==> src/rtl/pdm_cic_decimator.sv <==
// PDM-to-PCM decimator: third-order CIC (three integrators at the microphone
// rate, decimate by DECIM, three differential-delay-1 combs at the output
// rate) followed by a one-deep AXI-Stream output register with an overrun
// flag. All CIC arithmetic wraps modulo 2^ACC_W by design.
module pdm_cic_decimator #(
  parameter int DECIM = 64,
  parameter int OUT_W = 16
) (
  input  logic             clk,
  input  logic             reset,
  input  logic             clk_rising,
  input  logic             mic_data,
  output logic [OUT_W-1:0] m_axis_tdata,
  output logic             m_axis_tvalid,
  input  logic             m_axis_tready,
  output logic             overrun
);

  // Bit growth of an order-3 CIC is 3*log2(DECIM); two extra bits cover the
  // +/-1 input sample and its sign.
  localparam int ACC_W = 3 * $clog2(DECIM) + 2;
  localparam int CNT_W = $clog2(DECIM);
  localparam int N_STG = 3;
  localparam logic [CNT_W-1:0] CNT_MAX = CNT_W'(DECIM - 1);

  // ---------------------------------------------------------------------------
  // Input mapping: 1 -> +1, 0 -> -1, sign-extended to the accumulator width
  // ---------------------------------------------------------------------------
  logic [ACC_W-1:0] w_sample;
  assign w_sample = mic_data ? ACC_W'(1) : {ACC_W{1'b1}};

  // ---------------------------------------------------------------------------
  // Integrator cascade. Each stage adds the previous stage's registered value,
  // so the chain is pipelined by one microphone pulse per stage; this only
  // delays the response and leaves the filter gain unchanged.
  // ---------------------------------------------------------------------------
  logic [ACC_W-1:0] w_int_in  [N_STG];
  logic [ACC_W-1:0] w_int_out [N_STG];

  assign w_int_in[0] = w_sample;

  genvar gi;
  generate
    for (gi = 1; gi < N_STG; gi++) begin : g_int_link
      assign w_int_in[gi] = w_int_out[gi-1];
    end

    for (gi = 0; gi < N_STG; gi++) begin : g_int
      logic [ACC_W-1:0] r_acc;

      // Accumulate on microphone rising edges only; wraps modulo 2^ACC_W
      always_ff @(posedge clk or posedge reset) begin
        if (reset) begin
          r_acc <= '0;
        end else if (clk_rising) begin
          r_acc <= r_acc + w_int_in[gi];
        end
      end

      assign w_int_out[gi] = r_acc;
    end
  endgenerate

  // ---------------------------------------------------------------------------
  // Decimation counter and strobe pipeline
  // ---------------------------------------------------------------------------
  logic [CNT_W-1:0] r_cnt;
  logic             w_wrap;
  logic [N_STG:0]   r_strobe;

  assign w_wrap = clk_rising && (r_cnt == CNT_MAX);

  // Count microphone pulses 0..DECIM-1; the pulse at DECIM-1 completes a sample
  always_ff @(posedge clk or posedge reset) begin
    if (reset) begin
      r_cnt <= '0;
    end else if (clk_rising) begin
      if (r_cnt == CNT_MAX) begin
        r_cnt <= '0;
      end else begin
        r_cnt <= r_cnt + CNT_W'(1);
      end
    end
  end

  // Shift the decimation strobe one stage per clk: bit k enables comb stage k,
  // the top bit loads the output register
  always_ff @(posedge clk or posedge reset) begin
    if (reset) begin
      r_strobe <= '0;
    end else begin
      r_strobe <= {r_strobe[N_STG-1:0], w_wrap};
    end
  end

  // ---------------------------------------------------------------------------
  // Comb cascade: y = x - x_prev, one registered stage per clk cycle. The
  // delay register advances only when its own stage fires, i.e. once per
  // output sample.
  // ---------------------------------------------------------------------------
  logic [ACC_W-1:0] w_comb_in  [N_STG];
  logic [ACC_W-1:0] w_comb_out [N_STG];

  assign w_comb_in[0] = w_int_out[N_STG-1];

  generate
    for (gi = 1; gi < N_STG; gi++) begin : g_comb_link
      assign w_comb_in[gi] = w_comb_out[gi-1];
    end

    for (gi = 0; gi < N_STG; gi++) begin : g_comb
      logic [ACC_W-1:0] r_diff;
      logic [ACC_W-1:0] r_dly;

      // Differentiate against the value captured at the previous decimated sample
      always_ff @(posedge clk or posedge reset) begin
        if (reset) begin
          r_diff <= '0;
          r_dly  <= '0;
        end else if (r_strobe[gi]) begin
          r_diff <= w_comb_in[gi] - r_dly;
          r_dly  <= w_comb_in[gi];
        end
      end

      assign w_comb_out[gi] = r_diff;
    end
  endgenerate

  // ---------------------------------------------------------------------------
  // Output register and handshake
  // ---------------------------------------------------------------------------
  logic             w_load;
  logic             w_xfer;
  logic [OUT_W-1:0] w_pcm;
  logic [OUT_W-1:0] r_tdata;
  logic             r_tvalid;
  logic             r_overrun;

  assign w_load = r_strobe[N_STG];
  assign w_xfer = r_tvalid && m_axis_tready;
  // Keep the top OUT_W bits: arithmetic shift right by ACC_W-OUT_W, truncated
  assign w_pcm  = w_comb_out[N_STG-1][ACC_W-1 -: OUT_W];

  // A new sample always wins; overwriting an unconsumed sample is flagged stickily
  always_ff @(posedge clk or posedge reset) begin
    if (reset) begin
      r_tdata   <= '0;
      r_tvalid  <= 1'b0;
      r_overrun <= 1'b0;
    end else begin
      if (w_load) begin
        r_tdata  <= w_pcm;
        r_tvalid <= 1'b1;
        if (r_tvalid && !m_axis_tready) begin
          r_overrun <= 1'b1;
        end
      end else if (w_xfer) begin
        r_tvalid <= 1'b0;
      end
    end
  end

  assign m_axis_tdata  = r_tdata;
  assign m_axis_tvalid = r_tvalid;
  assign overrun       = r_overrun;

endmodule

==> config.mk <==
export PLATFORM = sky130hd
export DESIGN_NAME = pdm_cic_decimator
export DESIGN_NICKNAME = d
export VERILOG_FILES = /design/src/rtl/pdm_cic_decimator.sv
export SDC_FILE = /design/constraint.sdc
export NUM_CORES = 1
export LEC_CHECK = 0
export BUFFER_PORTS_ARGS = -buffer_cell sky130_fd_sc_hd__buf_2
export CORE_MARGIN = 2
export CORE_UTILIZATION = 40
export CTS_BUF_LIST = sky130_fd_sc_hd__clkbuf_4
export DETAILED_ROUTE_END_ITERATION = 10
export GPL_TIMING_DRIVEN = 0
export SLEW_MARGIN = 20
export SYNTH_ARGS = -nofsm -noshare
export SYNTH_HDL_FRONTEND = slang
export SYNTH_SLANG_ARGS = --single-unit
==> constraint.sdc <==
create_clock -name clk -period 14.42 [get_ports clk]
set_input_delay 2.884 -clock clk [delete_from_list [all_inputs] [get_ports clk]]
set_output_delay 2.884 -clock clk [all_outputs]
set_load 0.02 [all_outputs]
==> results.ini, run 1 <==
[outcome]
outcome = finished, final reports clean

[synthesis]
syn_inst = 1234
synth_xor_area_frac = 0.0742
synth_compound_area_frac = 0.154
mappedNetlistArea_sq_um = 12400
synth_top_family_by_area = compound AO/OA/AOI/OAI gates
synth_area_leaders = dfrtp_1 41%, ha_1 11%, mux2_2 9.5%
synth_top_area_frac = 0.412
synthDistinctLibCells = 71
yosys_warnings = 0
syn_nets = 1357
async_reset_ff_frac = 1.00
synth_area_per_cell_sq_um = 10.0
synth_edf_count = 0
ys_dominant_reg_cell = dfrtp_1
synthMuxAreaShare = 0.0966
synthAdderAreaFrac = 0.122
synth_top_cell_by_area = dfrtp_1
ys_ff_latch = 204
ys_seq_area_frac = 0.412
synth-simple-area-share = 0.103

[placed_design]
pre_cts_ws_ps = 8310
postPlaceCellArea_sq_um = 13100
globalplace.congestion = 0.804
dp_hpwl_microns = 17200
portBuffers = 21

[timing]
skew_ps = 22.6
setup_ws_ps = 8940
hold_slack_ps = 403
finalSetupViolations = 0
slew_violations = 0
rsz0062_at_grt = no
max-slew-margin-rel = 0.499
finalHoldViolCount = 0
worst-slew-pin-transition_ps = 750
fin_crit_ps = 5480
layout_worst_path_cycle_share = 0.380
fmax_mhz = 183
fin_setup_tns_ps = 0

[critical_path]
crit_path_end_kind = flop
timing.critical_path.buf_inv = 2
cp_slowest_cell = inv_1
crit_cells = 12
cp_max_fo = 19
cp_data_arrival_time_ps = 6030
crit_type = input pin to flop
r2r_end = g_comb[0].r_diff[18]
rr_worst_depth = 12
rrSetupSlack_ps = 11240
crit_path_max_incr_delay_ps = 540
start_kind = input pin
cp-endpoint = g_int[0].r_acc[17]
cp_cell_sequence = buf_2, inv_1, ha_1, a21o_1, a21oi_2, o211ai_1, a31o_1, o311ai_2, nand2b_1, a21bo_1, a2111o_1, o211ai_1
crit_family = compound AO/OA/AOI/OAI gates
cp_data_required_time_ps = 14980
startpoint = mic_data
reg2reg_from = g_int[2].r_acc[0]
cpMostUsedCell = o211ai_1

[power_and_ir_drop]
p_leak_nw = 6.34
p_per_area_nw_per_um2 = 219
worst_ir_drop_vdd_v = 0.000106

[cts]
cts.path.max_buffers = 3
insertion_delay_ps = 670
post_cts_resized = 0
post_cts_buffers = 0
cts_sinks = 204
cts_tree = yes
htreeDepth = 2
clk_transition_reported_paths_ps = 60
postCtsHoldBufs = 0
cts_root_buffer = clkbuf_4
cts_inserted_buffers = 55

[route]
drc = 0
num_vias = 8752
wl_per_cell_microns = 13.3
antenna_left = 0
drt_iter0_drc = 303
wirelength_microns = 23100
drt-pass1-iter-count = 4
vias_per_cell = 5.04

[layout]
layout-drive-gt1-share = 0.168
fin_area_sq_um = 13700
syn_to_final_growth_pct = 10.2
multi_input_area_sq_um = 6820
finalNetCount = 1437
fillers = 2941
seq_area_sq_um = 5100

[global_route]
grt.total_usage = 0.149
grt_pass1_vias = 8962
grt_pass1_wl_microns = 41600
antenna_found_initial = 1
grt_max_degree = 81
grt-ovfl-total = 0

[die]
start_util = 0.405
io_pins = 23
dieArea_sq_um = 32400
die_h_microns = 180
rows = 64
die_w_microns = 180
design.core.area_sq_um = 30600

[min_path]
hp-class = flop to flop

[flow_run]
drv_cap = 0

[layout by cell type, fill, tap and decap left out, types with 62 or more instances in the layout]
| cell type | count |
|---|---|
| xnor2_1 | 76 |
| a21oi_1 | 80 |
| o21ai_0 | 91 |
| nor2_1 | 62 |
| ha_1 | 113 |
| mux2_2 | 105 |
| nand2_1 | 112 |
| dfrtp_1 | 204 |
| inv_1 | 94 |
| clkbuf_4 | 77 |
[power breakdown]
part / internal (W) / total, W / switching [W]
clock network: 0.000239 / 0.000466 / 0.000226
logic: 0.000842 / 0.00171 / 0.000865
registers: 0.000702 / 0.000826 / 0.000124
total: 0.00178 / 0.00300 / 0.00122
[synthesized netlist by cell type, types with 9 or more instances]
cell type	count
clkbuf_1	23
nand2b_1	17
a31oi_1	11
a21o_1	29
xor2_1	29
nor2b_1	12
nand3_1	18
o21a_1	9
nand2_1	112
dfrtp_1	204
nor3_1	19
nor2_1	62
ha_1	113
mux2_2	105
a21oi_1	80
xnor2_1	76
inv_1	95
o21ai_0	91
o211ai_1	11
[kinds of logic (layout without fill, tap and decap cells)]
logic type	count (synthesis)	count (layout)
muxes	106	106
adders and majority gates	118	118
buffers and inverters	126	233
DFF	204	204
AOI/OAI and AO/OA	298	298
xor gates and xnor gates	105	105
and+or+nand+nor	277	277
other	0	1
[flip-flops by register name, indices dropped and copies added, names as in the netlist]
name           count
m_axis_tdata      16
overrun            1
r_strobe           4
r_cnt              6
g_comb.r_diff     56
g_comb.r_dly      60
m_axis_tvalid      1
g_int.r_acc       60
[metrics by stage]
stage / util / power (W) / std cells
floorplan: - / 0.00224 / 1234
global placement: 0.425 / 0.00251 / 1651
detailed placement: 0.427 / 0.00254 / 1653
CTS: 0.447 / 0.00303 / 1737
global route: 0.447 / 0.00331 / 1738
finish: 0.447 / 0.00300 / 1738
[how the worst min path moves through the flow]
| stage | slack [ps] | to | startpoint | cells past startpoint |
|---|---|---|---|---|
| final | 400 | r_strobe[3] | r_strobe[2] | 0 |
| after global routing | 400 | r_strobe[3] | r_strobe[2] | 0 |
| after CTS | 400 | r_strobe[3] | r_strobe[2] | 0 |
| after detailed placement | 390 | r_strobe[3] | r_strobe[2] | 0 |
| after global placement | 380 | r_strobe[3] | r_strobe[2] | 0 |
| after floorplan | 350 | r_strobe[2] | r_strobe[1] | 0 |
[routing by layer]
layer | up-vias | track usage | part of all wire
met5 | - | 0 | 0
met4 | 0 | 0.0445 | 0.017
met1 | 4062 | 0.185 | 0.47
met2 | 110 | 0.264 | 0.48
li1 | 4543 | - | -
met3 | 37 | 0.0287 | 0.036
[cell type report]
type | count | area share
Multi-Input combinational cell | 904 | 0.499
Inverter | 95 | 0.0266
Sequential cell | 204 | 0.374
Timing Repair Buffer | 23 | 0.0117
Tap cell | 396 | 0.0363
Antenna cell | 1 | 0.000183
Buffer | 31 | 0.00852
Clock inverter | 7 | 0.00192
Clock buffer | 77 | 0.0423
(Power assumes the default switching activity.)
==> run 2, diff against run 1 <==
clock period = 4.5 ns   (was 14.42 ns; I/O delays follow)
==> run 2 against run 1 <==
Compared with the run above: worst setup slack got worse by 7900 ps; critical endpoint unchanged; sequential cell count unchanged; critical path depth unchanged; worst hold slack got worse by 200 ps; sequential power increased to 3.2 times the previous value; die area unchanged; power increased to 3.2 times the previous value.
==> results.ini, run 2 (synthesis gave the netlist of run 1 again) <==
[timing]
finalHoldViolCount = 0  ; unchanged
worst-slew-pin-transition_ps = 712  ; was 750 ps
finalSetupViolations = 0  ; unchanged
layout_worst_path_cycle_share = 0.766
slew_violations = 0  ; unchanged
fin_crit_ps = 3450
rsz0062_at_grt = no  ; unchanged
fmax_mhz = 290
skew_ps = 44.4  ; was 22.6 ps
max-slew-margin-rel = 0.525  ; was 0.499
setup_ws_ps = 1050  ; was 8940 ps

[global_route]
grt-ovfl-total = 0  ; unchanged
antenna_found_initial = 1  ; unchanged
grt_pass1_vias = 8844  ; was 8962
grt_pass1_wl_microns = 41400  ; was 41600 microns
grt_max_degree = 34  ; was 81
grt.total_usage = 0.149  ; about the same

[cts]
htreeDepth = 2  ; unchanged
insertion_delay_ps = 680  ; was 670 ps
post_cts_buffers = 0  ; unchanged
cts_root_buffer = clkbuf_4  ; unchanged
post_cts_resized = 0  ; unchanged
postCtsHoldBufs = 0  ; unchanged
cts_sinks = 204  ; unchanged
cts_tree = yes  ; unchanged
clk_transition_reported_paths_ps = 70  ; was 60 ps
cts_inserted_buffers = 55  ; unchanged
cts.path.max_buffers = 3  ; unchanged

[die]
io_pins = 23  ; unchanged
design.core.area_sq_um = 30600  ; unchanged
die_w_microns = 180  ; unchanged
rows = 64  ; unchanged
die_h_microns = 180  ; unchanged
start_util = 0.405  ; unchanged
dieArea_sq_um = 32400  ; unchanged

[route]
vias_per_cell = 5.05  ; was 5.04
drt-pass1-iter-count = 4  ; unchanged
num_vias = 8840  ; was 8752
drc = 0  ; unchanged
drt_iter0_drc = 271  ; was 303
wirelength_microns = 23000  ; was 23100 microns
antenna_left = 0  ; unchanged
wl_per_cell_microns = 13.2  ; was 13.3 microns

[min_path]
hp-class = input pin to asynchronous set/reset pin  ; was flop to flop

[power_and_ir_drop]
worst_ir_drop_vdd_v = 0.000376  ; was 0.000106 V
p_per_area_nw_per_um2 = 700  ; was 219 nW/um^2
p_leak_nw = 6.39  ; was 6.34 nW

[placed_design]
pre_cts_ws_ps = 387  ; was 8310 ps
portBuffers = 21  ; unchanged
globalplace.congestion = 0.808  ; was 0.804
dp_hpwl_microns = 17400  ; was 17200 microns

[critical_path]
reg2reg_from = g_int[1].r_acc[0]  ; was g_int[2].r_acc[0]
cp_data_required_time_ps = 5060  ; was 14980 ps
cp_max_fo = 19  ; unchanged
cp_data_arrival_time_ps = 4010  ; was 6030 ps
crit_type = input pin to flop  ; unchanged
start_kind = input pin  ; unchanged
rr_worst_depth = 11  ; was 12
rrSetupSlack_ps = 1350  ; was 11240 ps
r2r_end = g_int[2].r_acc[18]  ; was g_comb[0].r_diff[18]
crit_path_end_kind = flop  ; unchanged

[outcome]
outcome = finished, final reports clean  ; unchanged

[layout]
most-common-layout-cells = 204 x dfrtp_1, 113 x ha_1, 112 x nand2_1  ; unchanged
final_util = 0.451  ; was 0.447
fillers = 2985  ; was 2941
reg_top3 = g_comb.r_dly: 60 flops, g_int.r_acc: 60 flops, g_comb.r_diff: 56 flops  ; unchanged
final_common_cell = dfrtp_1  ; unchanged
layout-drive-gt1-share = 0.167  ; was 0.168
finalNetCount = 1442  ; was 1437
syn_to_final_growth_pct = 11.2  ; was 10.2%

[flow_run]
drv_cap = 0  ; unchanged

run 2: cell types whose count changed in the layout (fill, tap and decap cells not counted), sizes merged:
cell / before / now
bufinv: 0 / 1
buf: 31 / 36
clkbuf: 100 / 91
clkinv: 7 / 22
clkinvlp: 0 / 1
run 2: through the flow:
stage                     setup TNS, ps  hold slack, ps  total power, W  cell area (sq um)  instances
after floorplan                       0             352         0.00719              12400       1234
after global placement           -71240             384         0.00803              13000       1651
after detailed placement              0             391         0.00815              13200       1658
after CTS                             0             145         0.00975              13800       1750
after global routing                  0             153          0.0106              13800       1751
final                                 0             199         0.00964              13800       1751
run 2: per-layer routing:
| metal | vias to the layer above | routed length (microns) | track usage |
|---|---|---|---|
| met1 | 4119 | 10700 | 0.186 |
| met4 | 0 | 381 | 0.0429 |
| met3 | 40 | 822 | 0.0299 |
| met2 | 116 | 11100 | 0.261 |
| li1 | 4565 | - | - |
| met5 | - | 0 | 0 |
run 2: worst max path at each step:
| stage | startpoint | end | slack, ps | depth (start not counted) |
|---|---|---|---|---|
| finish | mic_data | g_int[0].r_acc[17] | 1050 | 12 |
| global route | mic_data | g_int[0].r_acc[17] | 840 | 12 |
| CTS | mic_data | g_int[0].r_acc[17] | 1090 | 12 |
| detailed placement | mic_data | g_int[0].r_acc[17] | 390 | 12 |
| global placement | reset | g_int[0].r_acc[0] | -380 | 2 |
| floorplan | reset | g_comb[0].r_diff[0] | 960 | 1 |
run 2: worst max-delay path: stages:
cell and delay [ps]:
buf_2 110, inv_1 520, ha_1 340, a21o_1 190, a21oi_2 200, o211ai_1 160, a31o_1 260, o311ai_2 350
nand2b_1 180, a21bo_1 270, a2111o_1 420, o211ai_1 90
run 2: area by class of cell:
class                   instances  area (sq um)  share of cell area
clock buffers                  68           510              0.0370
plain buffers                  31           116             0.00844
well taps                     396           495              0.0359
inverters                      95           360              0.0261
multi-input cells             904          6820               0.494
clock inverters                24           120             0.00871
diodes                          1          2.50            0.000182
repair buffers                 28           260              0.0189
flip-flops and latches        204          5100               0.370
run 2: where the power goes:
group          switching [W]  internal (W)
Combinational        0.00278       0.00271
Sequential          0.000399       0.00225
Clock               0.000746      0.000763
Total                0.00393       0.00572
==> run 3, diff against run 2 <==
ABC_AREA = 1   (was not set)
clock period = 3.49 ns   (was 4.5 ns; I/O delays follow)
==> run 3 against run 2 <==
Compared with the run above: count of clock-buffer cells in the layout grew 10; sequential cell count is the same; register-to-register slack lost 99 ps; highest routed layer unchanged; largest cell class unchanged.
==> results.ini, run 3 <==
[layout]
reg_top3 = g_comb.r_dly: 60 flops, g_int.r_acc: 60 flops, g_comb.r_diff: 56 flops  ; unchanged
layout-drive-gt1-share = 0.0722  ; was 0.167
final_util = 0.454  ; was 0.451
instances_no_fill = 2616  ; was 1751
final_common_cell = nand2_1  ; was dfrtp_1
fillers = 3656  ; was 2985
finalNetCount = 2240  ; was 1442
syn_to_final_growth_pct = 11.2  ; about the same
most-common-layout-cells = 734 x nand2_1, 230 x inv_1, 204 x dfrtp_1  ; was 204 x dfrtp_1, 113 x ha_1, 112 x nand2_1

[cts]
cts_inserted_buffers = 58  ; was 55
htreeDepth = 2  ; unchanged
cts_sinks = 204  ; unchanged
cts_root_buffer = clkbuf_4  ; unchanged
cts_tree = yes  ; unchanged
insertion_delay_ps = 750  ; was 680 ps
cts.path.max_buffers = 3  ; unchanged
clk_transition_reported_paths_ps = 60  ; was 70 ps

[global_route]
grt_max_degree = 35  ; was 34
grt_pass1_wl_microns = 60500  ; was 41400 microns
grt-ovfl-total = 0  ; unchanged
antenna_found_initial = 1  ; unchanged
grt_pass1_vias = 12400  ; was 8844
grt.total_usage = 0.202  ; was 0.149

[timing]
slew_violations = 0  ; unchanged
max-slew-margin-rel = 0.499  ; was 0.525
finalSetupViolations = 0  ; unchanged
worst-slew-pin-transition_ps = 752  ; was 712 ps
fin_crit_ps = 2240
hold_slack_ps = 144  ; was 199 ps
fin_setup_tns_ps = 0  ; unchanged
finalHoldViolCount = 0  ; unchanged
layout_worst_path_cycle_share = 0.642
skew_ps = 58.6  ; was 44.4 ps
rsz0062_at_grt = no  ; unchanged
fmax_mhz = 447

[critical_path]
cp_data_arrival_time_ps = 2860  ; was 4010 ps
start_kind = flop  ; was input pin
cp_cell_sequence = inv_1, ha_1, fa_1, inv_1, nand2_1, nor2_1, nor2_1, o21ai_2, nand3_1, nand2_1, nand2_1, nand3_1, nand2_1  ; was buf_2, inv_1, ha_1, a21o_1, a21oi_2, o211ai_1, a31o_1, o311ai_2, nand2b_1, a21bo_1, a2111o_1, o211ai_1
crit_type = flop to flop  ; was input pin to flop
crit_path_end_kind = flop  ; unchanged
crit_path_max_incr_delay_ps = 420  ; was 520 ps
timing.critical_path.buf_inv = 2  ; unchanged
crit_family = simple AND/OR/NAND/NOR gates  ; was compound AO/OA/AOI/OAI gates
cpMostUsedCell = nand2_1  ; was o211ai_1
cp_data_required_time_ps = 4110  ; was 5060 ps
cp_slowest_cell = fa_1  ; was inv_1
cp_max_fo = 3  ; was 19

[synthesis]
synth_common_cells = 734 x nand2_1, 231 x inv_1, 204 x dfrtp_1  ; was 204 x dfrtp_1, 113 x ha_1, 112 x nand2_1
synth.most_common_cell = nand2_1  ; was dfrtp_1
mappedNetlistArea_sq_um = 14200  ; was 12400 sq um
synth_top_area_frac = 0.360  ; was 0.412
syn_nets = 2151  ; was 1357
synth_top_cell_by_area = dfrtp_1  ; unchanged
synth_area_leaders = dfrtp_1 36%, nand2_1 19%, ha_1 10%  ; was dfrtp_1 41%, ha_1 11%, mux2_2 9.5%
syn_inst = 2028  ; was 1234
ys_seq_area_frac = 0.360  ; was 0.412
synthDistinctLibCells = 39  ; was 71
synth_area_per_cell_sq_um = 7.00  ; was 10.0 sq um
synth_edf_count = 0  ; unchanged
ys_dominant_reg_cell = dfrtp_1  ; unchanged
ys_ff_latch = 204  ; unchanged
async_reset_ff_frac = 1.00  ; unchanged
yosys_warnings = 0  ; unchanged

[outcome]
outcome = finished, final reports clean  ; unchanged

[die]
die_w_microns = 192  ; was 180 microns
io_pins = 23  ; unchanged
dieArea_sq_um = 37000  ; was 32400 sq um
start_util = 0.409  ; was 0.405
rows = 68  ; was 64
die_h_microns = 192  ; was 180 microns
design.core.area_sq_um = 34700  ; was 30600 sq um

[power_and_ir_drop]
p_per_area_nw_per_um2 = 880  ; was 700 nW/um^2
p_leak_nw = 8.49  ; was 6.39 nW
worst_ir_drop_vdd_v = 0.000505  ; was 0.000376 V
total_power_w = 0.0139  ; was 0.00964 W

[placed_design]
dp_hpwl_microns = 28100  ; was 17400 microns
portBuffers = 21  ; unchanged
dp_cells = 2511  ; was 1658
globalplace.congestion = 0.894  ; was 0.808

[flow_run]
drv_cap = 0  ; unchanged

[route]
antenna_left = 0  ; unchanged
drt-pass1-iter-count = 5  ; was 4
vias_per_cell = 4.96  ; was 5.05
wl_per_cell_microns = 13.7  ; was 13.2 microns
drt_iter0_drc = 649  ; was 271
drc = 0  ; unchanged
wirelength_microns = 35800  ; was 23000 microns
num_vias = 13000  ; was 8840

[min_path]
hp-class = input pin to flop  ; was input pin to asynchronous set/reset pin

-- run 3: layout make-up --
class | count | area, sq um | share of cell area
Multi-Input combinational cell | 1551 | 8040 | 0.510
Sequential cell | 204 | 5100 | 0.324
Inverter | 233 | 878 | 0.0557
Clock buffer | 78 | 586 | 0.0371
Tap cell | 455 | 569 | 0.0361
Timing Repair Buffer | 29 | 263 | 0.0167
Buffer | 40 | 168 | 0.0106
Clock inverter | 25 | 160 | 0.0102
Antenna cell | 1 | 2.50 | 0.000159
-- run 3: through the flow --
step | area [sq um] | setup slack (ps)
3_5_place_dp | 15000 | 637
2_1_floorplan | 14200 | 148
3_3_place_gp | 14900 | -1200
6_report | 15800 | 1250
4_1_cts | 15800 | 1220
5_1_grt | 15800 | 981
-- run 3: repair_timing --
item / CTS / global route
resized for setup: 0 / 0
hold buffers: 1 / 0
endpoints found under the hold margin: 13 / 0
buffers inserted: 0 / 0
-- run 3: per-layer routing --
metal | part of all wire | track usage | vias to the layer above
li1 | - | - | 6736
met1 | 0.47 | 0.267 | 5933
met2 | 0.46 | 0.338 | 234
met3 | 0.039 | 0.0338 | 64
met4 | 0.026 | 0.0652 | 0
met5 | 0 | 0 | -
-- run 3: power by group --
part / total [W] / switching (W) / internal [W]
logic: 0.00815 / 0.00513 / 0.00302
clock network: 0.00227 / 0.00108 / 0.00119
registers: 0.00345 / 0.000594 / 0.00286
total: 0.0139 / 0.00681 / 0.00707
-- run 3: logic make-up (layout without fill, tap and decap cells) --
family                     Yosys count  after routing  share of synthesized area
DFF                                204            204                      0.360
adders and majority gates          118            118                      0.107
AOI/OAI and AO/OA                  256            256                     0.0977
buffers and inverters              273            405                     0.0734
xor gates and xnor gates            48             48                     0.0296
other                                0              1                          0
and+or+nand+nor                   1129           1129                      0.333
-- run 3: worst reg2reg max path, delay by kind of cell (launching register included) --
family                   cells  cell delay (ps)
AO/OA/AOI/OAI                1              200
flip-flops                   1              350
AND/OR/NAND/NOR              8              710
adder cells (fa/ha/maj)      2              690
buffers and inverters        2              200
-- run 3: worst paths after layout --
| path | startpoint | endpoint | slack, ps | cells past startpoint |
|---|---|---|---|---|
| max | g_int[2].r_acc[0] | g_comb[0].r_diff[16] | 1250 | 13 |
| min | m_axis_tready | overrun | 140 | 2 |
| max reg2reg | g_int[2].r_acc[0] | g_comb[0].r_diff[16] | 1250 | 13 |
| min reg2reg | m_axis_tdata[11] | m_axis_tdata[11] | 460 | 2 |
| max in group asynchronous | reset | g_comb[0].r_dly[19] | 2000 | 6 |
| min in group asynchronous | reset | g_int[0].r_acc[0] | 500 | 3 |
